## src/rtl/m65c02a_map_ctx_loader_if.sv

```systemverilog
// m65c02a_map_ctx_loader_if
//   Bundles the MMU MAP byte-write port, the context-save RAM read port and the
//   control handshake of the MAP context loader.
//   master : the loader (drives Src_*, MAP_*, Busy, Done)
//   slave  : the surrounding system (drives Rdy, Start, Abort, Ctx, CPU_Req, Src_DI)
//   rdy      M65C02A microcycle ready; a MAP write commits only when high
//   start    request a context load
//   abort    cancel a load in progress
//   ctx      context number, latched on an accepted start
//   cpu_req  CPU owns the MMU/MAP port this cycle
//   src_re   context RAM read strobe
//   src_a    context RAM byte address {ctx, byte index}
//   src_di   context RAM data, valid the cycle after src_re
//   map_sel  MMU Sel_MAP
//   map_we   MMU WE
//   map_a    MMU VA[5:0]
//   map_do   MMU MMU_DI
//   busy     load in progress
//   done     one-cycle pulse on successful completion
interface m65c02a_map_ctx_loader_if #(
  parameter int p_ctx_w = 4
);
  logic               rdy;
  logic               start;
  logic               abort;
  logic [p_ctx_w-1:0] ctx;
  logic               cpu_req;
  logic               src_re;
  logic [p_ctx_w+4:0] src_a;
  logic [7:0]         src_di;
  logic               map_sel;
  logic               map_we;
  logic [5:0]         map_a;
  logic [7:0]         map_do;
  logic               busy;
  logic               done;

  modport master (
    input  rdy, start, abort, ctx, cpu_req, src_di,
    output src_re, src_a, map_sel, map_we, map_a, map_do, busy, done
  );

  modport slave (
    output rdy, start, abort, ctx, cpu_req, src_di,
    input  src_re, src_a, map_sel, map_we, map_a, map_do, busy, done
  );
endinterface

```

## src/rtl/m65c02a_map_ctx_loader.sv

```systemverilog
// m65c02a_map_ctx_loader
//   Context-switch sequencer for the M65C02A MMU MAP RAM. On start it copies
//   p_count bytes from the context-save RAM (address {ctx, byte index}) into
//   the MAP byte write port, starting at MAP byte p_base and ascending with
//   6-bit wrap. The CPU always has priority on the MAP port.
//   clk    system clock, rising edge
//   rst_n  asynchronous active-low reset
//   bus    loader side of m65c02a_map_ctx_loader_if (see interface header)
module m65c02a_map_ctx_loader #(
  parameter logic [5:0] p_base  = 6'd32,
  parameter int         p_count = 32,
  parameter int         p_ctx_w = 4
) (
  input  logic                          clk,
  input  logic                          rst_n,
  m65c02a_map_ctx_loader_if.master      bus
);

  typedef enum logic [2:0] {
    IDLE,
    READ,
    CAPT,
    WRITE,
    DONE
  } state_t;

  localparam logic [5:0] LAST_CNT = 6'(p_count - 1);

  state_t             state;
  logic [5:0]         cnt;
  logic [7:0]         data_buf;
  logic [p_ctx_w-1:0] ctx_r;

  logic write_en;
  logic commit;

  // The CPU always wins the MAP port; a write only lands when the microcycle is ready.
  assign write_en = (state == WRITE) && !bus.cpu_req;
  assign commit   = write_en && bus.rdy;

  // Sequencer: one byte takes READ -> CAPT -> WRITE; WRITE holds until committed.
  // Abort overrides everything except reset, but only outside IDLE.
  always_ff @(posedge clk or negedge rst_n) begin
    if (!rst_n) begin
      state    <= IDLE;
      cnt      <= '0;
      data_buf <= '0;
      ctx_r    <= '0;
    end else if (bus.abort && (state != IDLE)) begin
      state <= IDLE;
    end else begin
      case (state)
        IDLE: begin
          if (bus.start && !bus.abort) begin
            ctx_r <= bus.ctx;
            cnt   <= '0;
            state <= READ;
          end
        end
        READ: state <= CAPT;
        CAPT: begin
          data_buf <= bus.src_di;
          state    <= WRITE;
        end
        WRITE: begin
          if (commit) begin
            if (cnt == LAST_CNT) begin
              state <= DONE;
            end else begin
              cnt   <= cnt + 6'd1;
              state <= READ;
            end
          end
        end
        DONE:    state <= IDLE;
        default: state <= IDLE;
      endcase
    end
  end

  // Outputs are pure decodes of state and registers, so reset forces them all low.
  assign bus.src_re  = (state == READ);
  assign bus.src_a   = (state == READ) ? {ctx_r, cnt[4:0]} : '0;
  assign bus.map_sel = write_en;
  assign bus.map_we  = write_en;
  assign bus.map_a   = (state == WRITE) ? (p_base + cnt) : 6'd0;
  assign bus.map_do  = write_en ? data_buf : 8'd0;
  assign bus.busy    = (state != IDLE);
  assign bus.done    = (state == DONE);

endmodule
```

## src/flat_wrapper.sv

```systemverilog
// flat-port wrapper written by rule: the top's interface ports become plain ports
module m65c02a_map_ctx_loader_flat 
#(
  parameter logic [5:0] p_base  = 6'd32,
  parameter int         p_count = 32,
  parameter int         p_ctx_w = 4
)
  (clk, rst_n, bus_rdy, bus_start, bus_abort, bus_ctx, bus_cpu_req, bus_src_di, bus_src_re, bus_src_a, bus_map_sel, bus_map_we, bus_map_a, bus_map_do, bus_busy, bus_done);
  m65c02a_map_ctx_loader_if #(.p_ctx_w(p_ctx_w)) bus_i ();
  input  logic clk;
  input  logic rst_n;
  input wire logic [$bits(bus_i.rdy)-1:0] bus_rdy;
  input wire logic [$bits(bus_i.start)-1:0] bus_start;
  input wire logic [$bits(bus_i.abort)-1:0] bus_abort;
  input wire logic [$bits(bus_i.ctx)-1:0] bus_ctx;
  input wire logic [$bits(bus_i.cpu_req)-1:0] bus_cpu_req;
  input wire logic [$bits(bus_i.src_di)-1:0] bus_src_di;
  output wire logic [$bits(bus_i.src_re)-1:0] bus_src_re;
  output wire logic [$bits(bus_i.src_a)-1:0] bus_src_a;
  output wire logic [$bits(bus_i.map_sel)-1:0] bus_map_sel;
  output wire logic [$bits(bus_i.map_we)-1:0] bus_map_we;
  output wire logic [$bits(bus_i.map_a)-1:0] bus_map_a;
  output wire logic [$bits(bus_i.map_do)-1:0] bus_map_do;
  output wire logic [$bits(bus_i.busy)-1:0] bus_busy;
  output wire logic [$bits(bus_i.done)-1:0] bus_done;
  assign bus_i.rdy = bus_rdy;
  assign bus_i.start = bus_start;
  assign bus_i.abort = bus_abort;
  assign bus_i.ctx = bus_ctx;
  assign bus_i.cpu_req = bus_cpu_req;
  assign bus_i.src_di = bus_src_di;
  assign bus_src_re = bus_i.src_re;
  assign bus_src_a = bus_i.src_a;
  assign bus_map_sel = bus_i.map_sel;
  assign bus_map_we = bus_i.map_we;
  assign bus_map_a = bus_i.map_a;
  assign bus_map_do = bus_i.map_do;
  assign bus_busy = bus_i.busy;
  assign bus_done = bus_i.done;
  m65c02a_map_ctx_loader #(.p_base(p_base), .p_count(p_count), .p_ctx_w(p_ctx_w)) u_core (.clk(clk), .rst_n(rst_n), .bus(bus_i));
endmodule
```

## config.mk

```make
export PLATFORM = sky130hd
export DESIGN_NAME = m65c02a_map_ctx_loader_flat
export DESIGN_NICKNAME = d
export VERILOG_FILES = /design/src/rtl/m65c02a_map_ctx_loader_if.sv /design/src/rtl/m65c02a_map_ctx_loader.sv /design/src/flat_wrapper.sv
export SDC_FILE = /design/constraint.sdc
export NUM_CORES = 1
export LEC_CHECK = 0
export BUFFER_PORTS_ARGS = -buffer_cell sky130_fd_sc_hd__buf_2
export CAP_MARGIN = 20
export CELL_PAD_IN_SITES_DETAIL_PLACEMENT = 1
export CELL_PAD_IN_SITES_GLOBAL_PLACEMENT = 2
export CORE_MARGIN = 5
export CORE_UTILIZATION = 30
export CTS_CLUSTER_SIZE = 8
export DETAILED_ROUTE_END_ITERATION = 8
export PLACE_DENSITY_LB_ADDON = 0.2
export SETUP_SLACK_MARGIN = 0.3
export SLEW_MARGIN = 20
export SYNTH_ARGS = -nofsm -noshare
export SYNTH_HDL_FRONTEND = slang
export SYNTH_SLANG_ARGS = --single-unit
```

## constraint.sdc

```tcl
create_clock -name clk -period 2.5 [get_ports clk]
set_clock_uncertainty 0.2 [all_clocks]
set_input_delay 0.375 -clock clk [delete_from_list [all_inputs] [get_ports clk]]
set_output_delay 0.375 -clock clk [all_outputs]
set_load 0.01 [all_outputs]
```

==> qor.yml, run 1 <==
postSynthCellCount: 108
dp_hpwl_mm: 2.382
multi_input_area_sq_um: 599.3
avgSynthCellArea_sq_um: 10.77
synth_common_cells: "and2_1 (21), dfrtp_1 (21), mux2_2 (12), a21oi_1 (7), nor2_1 (7)"
min-delay-start: "bus_ctx[0]"
clkPwrFrac: 0.272
drive_gt1_frac: 0.4481
overflow: 0
drc_errors: 0
async_reset_ff_frac: 1.000
gp_congestion: 0.7197
r2r-start: "u_core.state[2]"
max_slew_margin: 0.6239
viasPerCell: 4.728
fin_ws_ns: 0.4279
critPathTopFamily: "simple AND/OR/NAND/NOR gates"
status: "complete, no violations"
row_count: 22
r2r-end: "u_core.data_buf[4]"
seq_area_frac_synth: 0.4516
antenna_left: 0
min_period_ns: 2.072
arrival_ns: 1.50
antennaDiodeCount: 0
p_leak_uw: 0.0007761
htree_levels: 1
p_seq_frac: 0.544
finalCritPeriodShare: 0.8288
critical_path_buf_inv_count: 1
worst_slew_pin_slew_ns: 0.5617
worst_hold_slack_ns: 0.1425
antenna_found_initial: 0
syn_nets: 127
ys_types: 35
crit_type: "reg2out"
cts_inserted_buffers: 3
drtIter0Drc: 45
synth_area_leaders: "dfrtp_1 (45%), mux2_2 (12%), and2_1 (11%), a21oi_1 (3.0%), nor2_1 (2.3%)"
critPathMaxStageDelay_ns: 0.49
fin_tns_setup_ns: 0
setup_viol: 0
vias: 955
fp.dieH_microns: 72.28
peakVddDrop_mv: 0.2836
hold_depth: 2
hold_viol: 0
cts_root_buffer: "clkbuf_8"
rrSetupSlack_ns: 0.69
p_sw_uw: 208.2
slowest_stage: "dfrtp_1"
yosysWarnings: 0
rsz0062_at_grt: "false"
critPathLaunchType: "register"
cp_cell_sequence: "nand3b_4, nor2_4, and2_1, buf_2"
ff2ff_path_depth: 2
finalPower_uw: 807.6
synth.top_cell.area_share: 0.4516
p_per_area_nw_per_um2: 544.3
drt_pass1_iterations: 2
internal_power_uw: 599.4
areaGrowthSynthToFinish_pct: 27.53
grt_max_degree: 22
post-cts-setup-buffers: 0
swShare: 0.2578
synth_edf_count: 0
timing.fmax_mhz: 482.6
critical_path_required_ns: 1.92
cts_sinks: 21
dieArea_sq_um: 5224
clk_path_buf_depth: 2
grtUsageTotal: 0.1235
clk_pin_slew_ns: 0.08
fin_util: 0.3993
dieWidth_microns: 72.28
clk_latency_ns: 0.26
fin_nets: 174
pre_cts_slack_ns: 0.4411
fill_cells: 437
worstSetupEndpointType: "primary output"
synth_top_area_cell: "dfrtp_1"
critPathMaxFanout: 10
routed_wl_mm: 3.003
num_io_pins: 46
regArea_sq_um: 528.0
max-cap-violations: 0
core_area_sq_um: 3716
hold_end: "u_core.ctx_r[0]"
start_util: 0.3131
cts_tree: "done"
hold_class: "in2reg"
wl_per_cell_microns: 14.87
syn-cell-area_sq_um: 1164
combinationalPowerShare: 0.184
ys_ff_latch: 21
portBuffers: 45
grt_pass1_vias: 1029
drv_slew: 0
ys.flop_type: "dfrtp_1"
grt_pass1_wl_mm: 5.085
## timing repair
action / in CTS / in global routing
resized for setup: 1 / 3
hold endpoints to repair: 21 / 0
pin swaps: 0 / 0
hold buffers: 1 / 0
endpoints found under the setup margin: 10 / 10
cloned: 0 / 0
## per-stage QoR
stage / instances / cell area, sq um
finish: 202 / 1484
global route: 202 / 1484
CTS: 202 / 1476
detailed placement: 197 / 1418
global placement: 197 / 1418
floorplan: 108 / 1164
## power by group through the flow
stage          clock, uW  sequential [uW]  combinational (uW)
6_report             220              439                 149
5_1_grt              242              450                 168
4_1_cts              230              440                 152
3_5_place_dp           0              447                 150
3_3_place_gp           0              445                 145
2_1_floorplan          0              428                 108
## logic make-up after synthesis
group,Yosys count,share of synthesized area
simple gates,48,0.2774
buf+inv,7,0.03978
flops,21,0.4516
fa+ha+maj,1,0.01075
mux,13,0.1247
compound gates,18,0.09569
## area by class of cell
type	count	area share
Inverter	2	0.005059
Tap cell	48	0.04047
Multi-Input combinational cell	80	0.4039
Clock inverter	1	0.003373
Sequential cell	21	0.3558
Clock buffer	3	0.02782
Timing Repair Buffer	47	0.1636
## worst max-delay path by stage
stage | to | from | slack, ns | depth (start not counted)
2_1_floorplan | bus_map_do[0] | u_core.state[2] | 0.66 | 4
3_3_place_gp | bus_map_do[0] | u_core.state[2] | 0.54 | 4
3_5_place_dp | bus_map_do[7] | u_core.state[2] | 0.44 | 4
4_1_cts | bus_map_do[7] | u_core.state[2] | 0.30 | 4
5_1_grt | bus_map_do[7] | u_core.state[2] | 0.31 | 4
6_report | bus_map_do[7] | u_core.state[2] | 0.43 | 4
## layer usage
metal	track usage	part of all wire	vias up
li1	-	-	469
met1	0.1677	0.47	459
met2	0.1992	0.48	25
met3	0.03047	0.052	2
met4	0.02505	0.0060	0
met5	0	0	-
## layout by cell type (no fill, tap or decap), types with 2 or more instances in the layout
cell / synthesis / final
o21ai_0: 3 / 3
a21oi_1: 7 / 7
clkbuf_8: 0 / 3
dfrtp_1: 21 / 19
nand4_1: 2 / 2
and2_1: 21 / 21
nor3b_1: 2 / 2
mux2_2: 12 / 12
inv_1: 2 / 2
buf_2: 1 / 45
nor2_1: 7 / 6
o21a_1: 2 / 2
dfrtp_2: 0 / 2
and3_1: 2 / 2
nand2_1: 3 / 3
## state kept, by name, summed over array words and instances (netlist names)
name and count:
u_core.state 3, u_core.ctx_r 4, u_core.cnt 6, u_core.data_buf 8
## worst reg2reg max path, cell delays in order (launching register included)
cell,delay (ns)
dfrtp_1,0.49
nor4b_4,0.60
mux2_2,0.41
Power figures use the tool's default switching activity.
==> run 2, diff against run 1 <==
CORE_UTILIZATION = 28   (was 30)
clock period = 2 ns   (was 2.5 ns; I/O delays follow)
==> qor.yml, run 2 (synthesis gave the netlist of run 1 again) <==
grt_pass1_vias: 1135
instances_no_fill: 221
num_io_pins: 46
min_period_ns: 1.903
grt_pass1_wl_mm: 5.851
cts_inserted_buffers: 3
timing.fmax_mhz: 525.5
clk_path_buf_depth: 2
min-delay-start: "bus_ctx[1]"
arrival_ns: 1.40
drv_slew: 0
hold_class: "in2reg"
overflow: 0
row_count: 23
peakVddDrop_mv: 0.4087
fp.dieH_microns: 74.47
antenna_found_initial: 0
routed_wl_mm: 3.746
clk_latency_ns: 0.26
clkPwrFrac: 0.256
cts_root_buffer: "clkbuf_8"
reg_top3: "u_core.data_buf x8, u_core.cnt x6, u_core.ctx_r x4"
hold_viol: 0
r2r-start: "u_core.state[1]"
dieArea_sq_um: 5545
worstSetupEndpointType: "primary output"
startpoint: "u_core.state[1]"
p_per_area_nw_per_um2: 610.0
antennaDiodeCount: 0
dp_hpwl_mm: 2.564
critPathLaunchType: "register"
viasPerCell: 4.756
critical_path_required_ns: 1.50
areaGrowthSynthToFinish_pct: 53.55
final_common_cell: "buf_2"
antenna_left: 0
fin_nets: 191
start_util: 0.2888
grt_max_degree: 22
portBuffers: 45
setup_viol: 0
internal_power_uw: 794.1
clk_pin_slew_ns: 0.08
cts_sinks: 21
worst_slew_pin_slew_ns: 0.4962
fin_tns_setup_ns: 0
critPathMaxStageDelay_ns: 0.44
combinationalPowerShare: 0.238
final_area_sq_um: 1787
regMostFlops: "u_core.data_buf"
cp_cell_sequence: "buf_12, nand3b_4, nor2_4, and2_1, buf_2"
p_sw_uw: 295.9
max-cap-violations: 0
crit_type: "reg2out"
wl_per_cell_microns: 16.95
rsz0062_at_grt: "true"
drtIter0Drc: 19
critPathMaxFanout: 5
htree_levels: 1
dieWidth_microns: 74.47
drc_errors: 0
max_slew_margin: 0.6692
vias: 1051
p_leak_uw: 0.0008857
largest_register_ffs: 8
status: "complete, no violations"
drive_gt1_frac: 0.6082
placed_cell_area_sq_um: 1430
swShare: 0.2715
grtUsageTotal: 0.1369
core_area_sq_um: 4029
p_seq_frac: 0.506
drt_pass1_iterations: 4
cts_tree: "done"
placedCellCount: 200
gp_congestion: 0.7117
layout_common_cells: "buf_2 (34), dfrtp_1 (18), buf_6 (14)"
slowest_stage: "dfrtp_2"
finalCritPeriodShare: 0.9515
## run 2: cell count changes in the layout (fill, tap and decap cells not counted), sizes merged
cell,before,now
nor2,7,8
buf,46,62
## run 2: final timing paths
kind / cells after the start / end / slack (ns)
worst min-delay path: 2 / u_core.ctx_r[1] / 0.07
worst max register to register: 6 / u_core.cnt[1] / 0.13
worst min register to register: 1 / u_core.data_buf[5] / 0.31
worst max-delay path: 5 / bus_map_do[5] / 0.1
max in group asynchronous: 2 / u_core.state[2] / 0.90
min in group asynchronous: 2 / u_core.cnt[1] / 0.33
## run 2: area by class of cell
class                   instances  area [sq um]
repair buffers                 63         455.4
multi-input cells              81         685.7
clock buffers                   3         41.29
inverters                       2         7.507
well taps                      50         62.56
fillers                       469          2242
flip-flops and latches         21         529.3
clock inverters                 1         5.005
## run 2: power groups by stage
| stage | clock [uW] | combinational [uW] | sequential (uW) |
|---|---|---|---|
| 6_report | 279 | 260 | 552 |
| 5_1_grt | 314 | 284 | 563 |
| 4_1_cts | 287 | 224 | 554 |
| 3_5_place_dp | 0 | 193 | 562 |
| 3_3_place_gp | 0 | 185 | 554 |
| 2_1_floorplan | 0 | 136 | 535 |
## run 2: stage by stage
step           utilization  setup slack (ns)  total power (uW)  hold WS (ns)
4_1_cts             0.4106            0.1179              1066       0.06119
2_1_floorplan            -            0.3577             670.8       -0.1956
5_1_grt             0.4435           0.01728              1161       0.05045
6_report            0.4435           0.09710              1090       0.06781
3_3_place_gp        0.3550            0.2065             739.0       0.09926
3_5_place_dp        0.3550            0.1191             755.2       0.09186
## run 2: routing by layer
layer / vias up / part of all wire / track usage
met1: 520 / 0.43 / 0.1842
met3: 2 / 0.049 / 0.04054
met5: - / 0 / 0
met2: 24 / 0.52 / 0.2176
met4: 0 / 0.0051 / 0.03162
li1: 505 / - / -
## run 2: timing repair
action,in CTS,in global routing
setup endpoints to repair,32,46
buffers inserted,8,6
pin swaps,15,10
gates cloned,1,1
hold endpoints to repair,21,0
hold buffers,1,0
gates resized for setup,27,19
## run 2: worst max-delay path: cells and delay by family, from the launching register on
family,cells,cell delay [ns]
buf+inv,2,0.25
flops,1,0.44
simple gates,3,0.45
==> run 3, diff against run 2 <==
==> constraint.sdc (replaced) <==
create_clock -name clk -period 2 [get_ports clk]
set_clock_uncertainty 0.2 [all_clocks]
set_input_delay 0.3 -clock clk [delete_from_list [all_inputs] [get_ports clk]]
set_output_delay 0.3 -clock clk [all_outputs]
set_load 0.1 [all_outputs]
==> qor.yml, run 3 (synthesis gave the netlist of run 1 again) <==
status: "complete, but fails checks"
violations: "setup timing"
dieWidth_microns: 74.47
swShare: 0.3341
grtUsageTotal: 0.1421
fin_util: 0.5733
overflow: 0
areaGrowthSynthToFinish_pct: 98.50
hold_class: "in2reg"
cts_sinks: 21
antenna_left: 0
drc_errors: 0
antennaDiodeCount: 0
viasPerCell: 4.952
drt_pass1_iterations: 4
regMostFlops: "u_core.data_buf"
grt_max_degree: 22
hold_end: "u_core.ctx_r[3]"
grt_util_met1: 0.1838
worst_slew_pin_slew_ns: 0.4831
largest_register_ffs: 8
setup_viol: 4
dp_hpwl_mm: 2.726
peakVddDrop_mv: 0.4117
gp_congestion: 0.7502
critPathLaunchType: "register"
dieArea_sq_um: 5545
worstSetupEndpointType: "primary output"
row_count: 23
critical_path_required_ns: 1.50
antenna_found_initial: 0
crit_type: "reg2out"
drtIter0Drc: 43
cts_root_buffer: "clkbuf_8"
max-cap-violations: 0
p_per_area_nw_per_um2: 590.4
timing.fmax_mhz: 499.2
met3_usage: 0.03514
fp.dieH_microns: 74.47
r2r-end: "u_core.cnt[1]"
htree_levels: 1
grt_use_met2: 0.2420
min_period_ns: 2.003
fin_ws_ns: -0.003117
num_io_pins: 46
fin_nets: 198
final_common_cell: "buf_12"
cts_inserted_buffers: 3
arrival_ns: 1.50
hold_viol: 0
reg_top3: "u_core.data_buf x8, u_core.cnt x6, u_core.ctx_r x4"
start_util: 0.2888
internal_power_uw: 908.0
drive_gt1_frac: 0.7191
rrSetupSlack_ns: 0.09
drv_slew: 0
r2r-start: "u_core.state[1]"
wl_per_cell_microns: 18.29
combinationalPowerShare: 0.383
instances_no_fill: 228
vias: 1129
clk_pin_slew_ns: 0.08
p_sw_uw: 455.6
layout_common_cells: "buf_12 (28), and2_4 (21), dfrtp_1 (18)"
cts_tree: "done"
grt_pass1_vias: 1241
clk_path_buf_depth: 2
finalCritPeriodShare: 1.002
hold_depth: 2
critPathMaxFanout: 7
p_seq_frac: 0.413
rsz0062_at_grt: "true"
portBuffers: 45
placedCellCount: 203
grt_pass1_wl_mm: 6.092
clk_latency_ns: 0.26
min-delay-start: "bus_ctx[3]"
ff2ff_path_depth: 7
clkPwrFrac: 0.204
p_leak_uw: 0.001065
max_slew_margin: 0.6779
busiest_layer: "met2"
core_area_sq_um: 4029
routed_wl_mm: 4.170
pre_cts_slack_ns: 0.1316
-- run 3: cell types whose count changed in the layout (fill, tap and decap cells not counted), moves of 3 or more --
cell and change:
mux2_2 -11, buf_2 -17, and2_1 -13, nor2_4 +3, o21ai_1 +3, buf_6 -4
mux2_4 +11, buf_12 +27, and2_4 +13
-- run 3: final cells by class --
type / count / area (sq um)
inverter: 2 / 7.507
clock inverter: 1 / 5.005
clock buffer: 3 / 41.29
tap: 50 / 62.56
sequential: 21 / 529.3
timing repair buffer: 70 / 873.3
multi-input combinational: 81 / 790.8
fill: 413 / 1719
-- run 3: worst max-delay path, cell delays in order (launching register included) --
cell	delay (ns)
dfrtp_2	0.48
nand3b_4	0.23
nor2_4	0.18
and2_4	0.18
buf_12	0.16
-- run 3: power groups by stage --
stage	clock (uW)	sequential (uW)	combinational, uW
after floorplan	0	541	282
after global placement	0	560	384
after detailed placement	0	567	394
after CTS	287	557	456
after global routing	309	572	549
final	278	563	522
-- run 3: metrics by stage --
stage	hold slack, ns	instance area, sq um	total power (uW)	setup TNS [ns]
2_1_floorplan	-0.1956	1277	822.9	-7.430
3_3_place_gp	0.09536	1951	943.6	0
3_5_place_dp	0.08822	1951	961.3	0
4_1_cts	0.06766	2166	1301	0
5_1_grt	0.06170	2310	1430	-1.048
6_report	0.06873	2310	1364	-0.006721
-- run 3: how the worst max path moves through the flow --
stage | startpoint | to | slack, ns | cells past startpoint
2_1_floorplan | u_core.state[1] | bus_src_a[0] | -0.50 | 3
3_3_place_gp | u_core.state[2] | bus_map_do[0] | 0.18 | 4
3_5_place_dp | u_core.state[0] | bus_src_a[4] | 0.13 | 4
4_1_cts | u_core.state[2] | bus_map_do[4] | 0.005 | 4
5_1_grt | u_core.state[1] | bus_src_a[7] | -0.07 | 4
6_report | u_core.state[2] | bus_map_do[2] | -0.003 | 4
-- run 3: routing by layer --
metal,up-vias,wire (microns)
met5,-,0
met1,575,1715
met2,28,2223
met4,0,28
met3,4,203
li1,522,-
-- run 3: timing repair --
action / CTS / global route
buffers inserted: 10 / 8
hold buffers: 1 / 0
endpoints found under the hold margin: 21 / 0
resized for setup: 21 / 22
gates cloned: 2 / 0
pin swaps: 3 / 7
setup endpoints to repair: 39 / 46
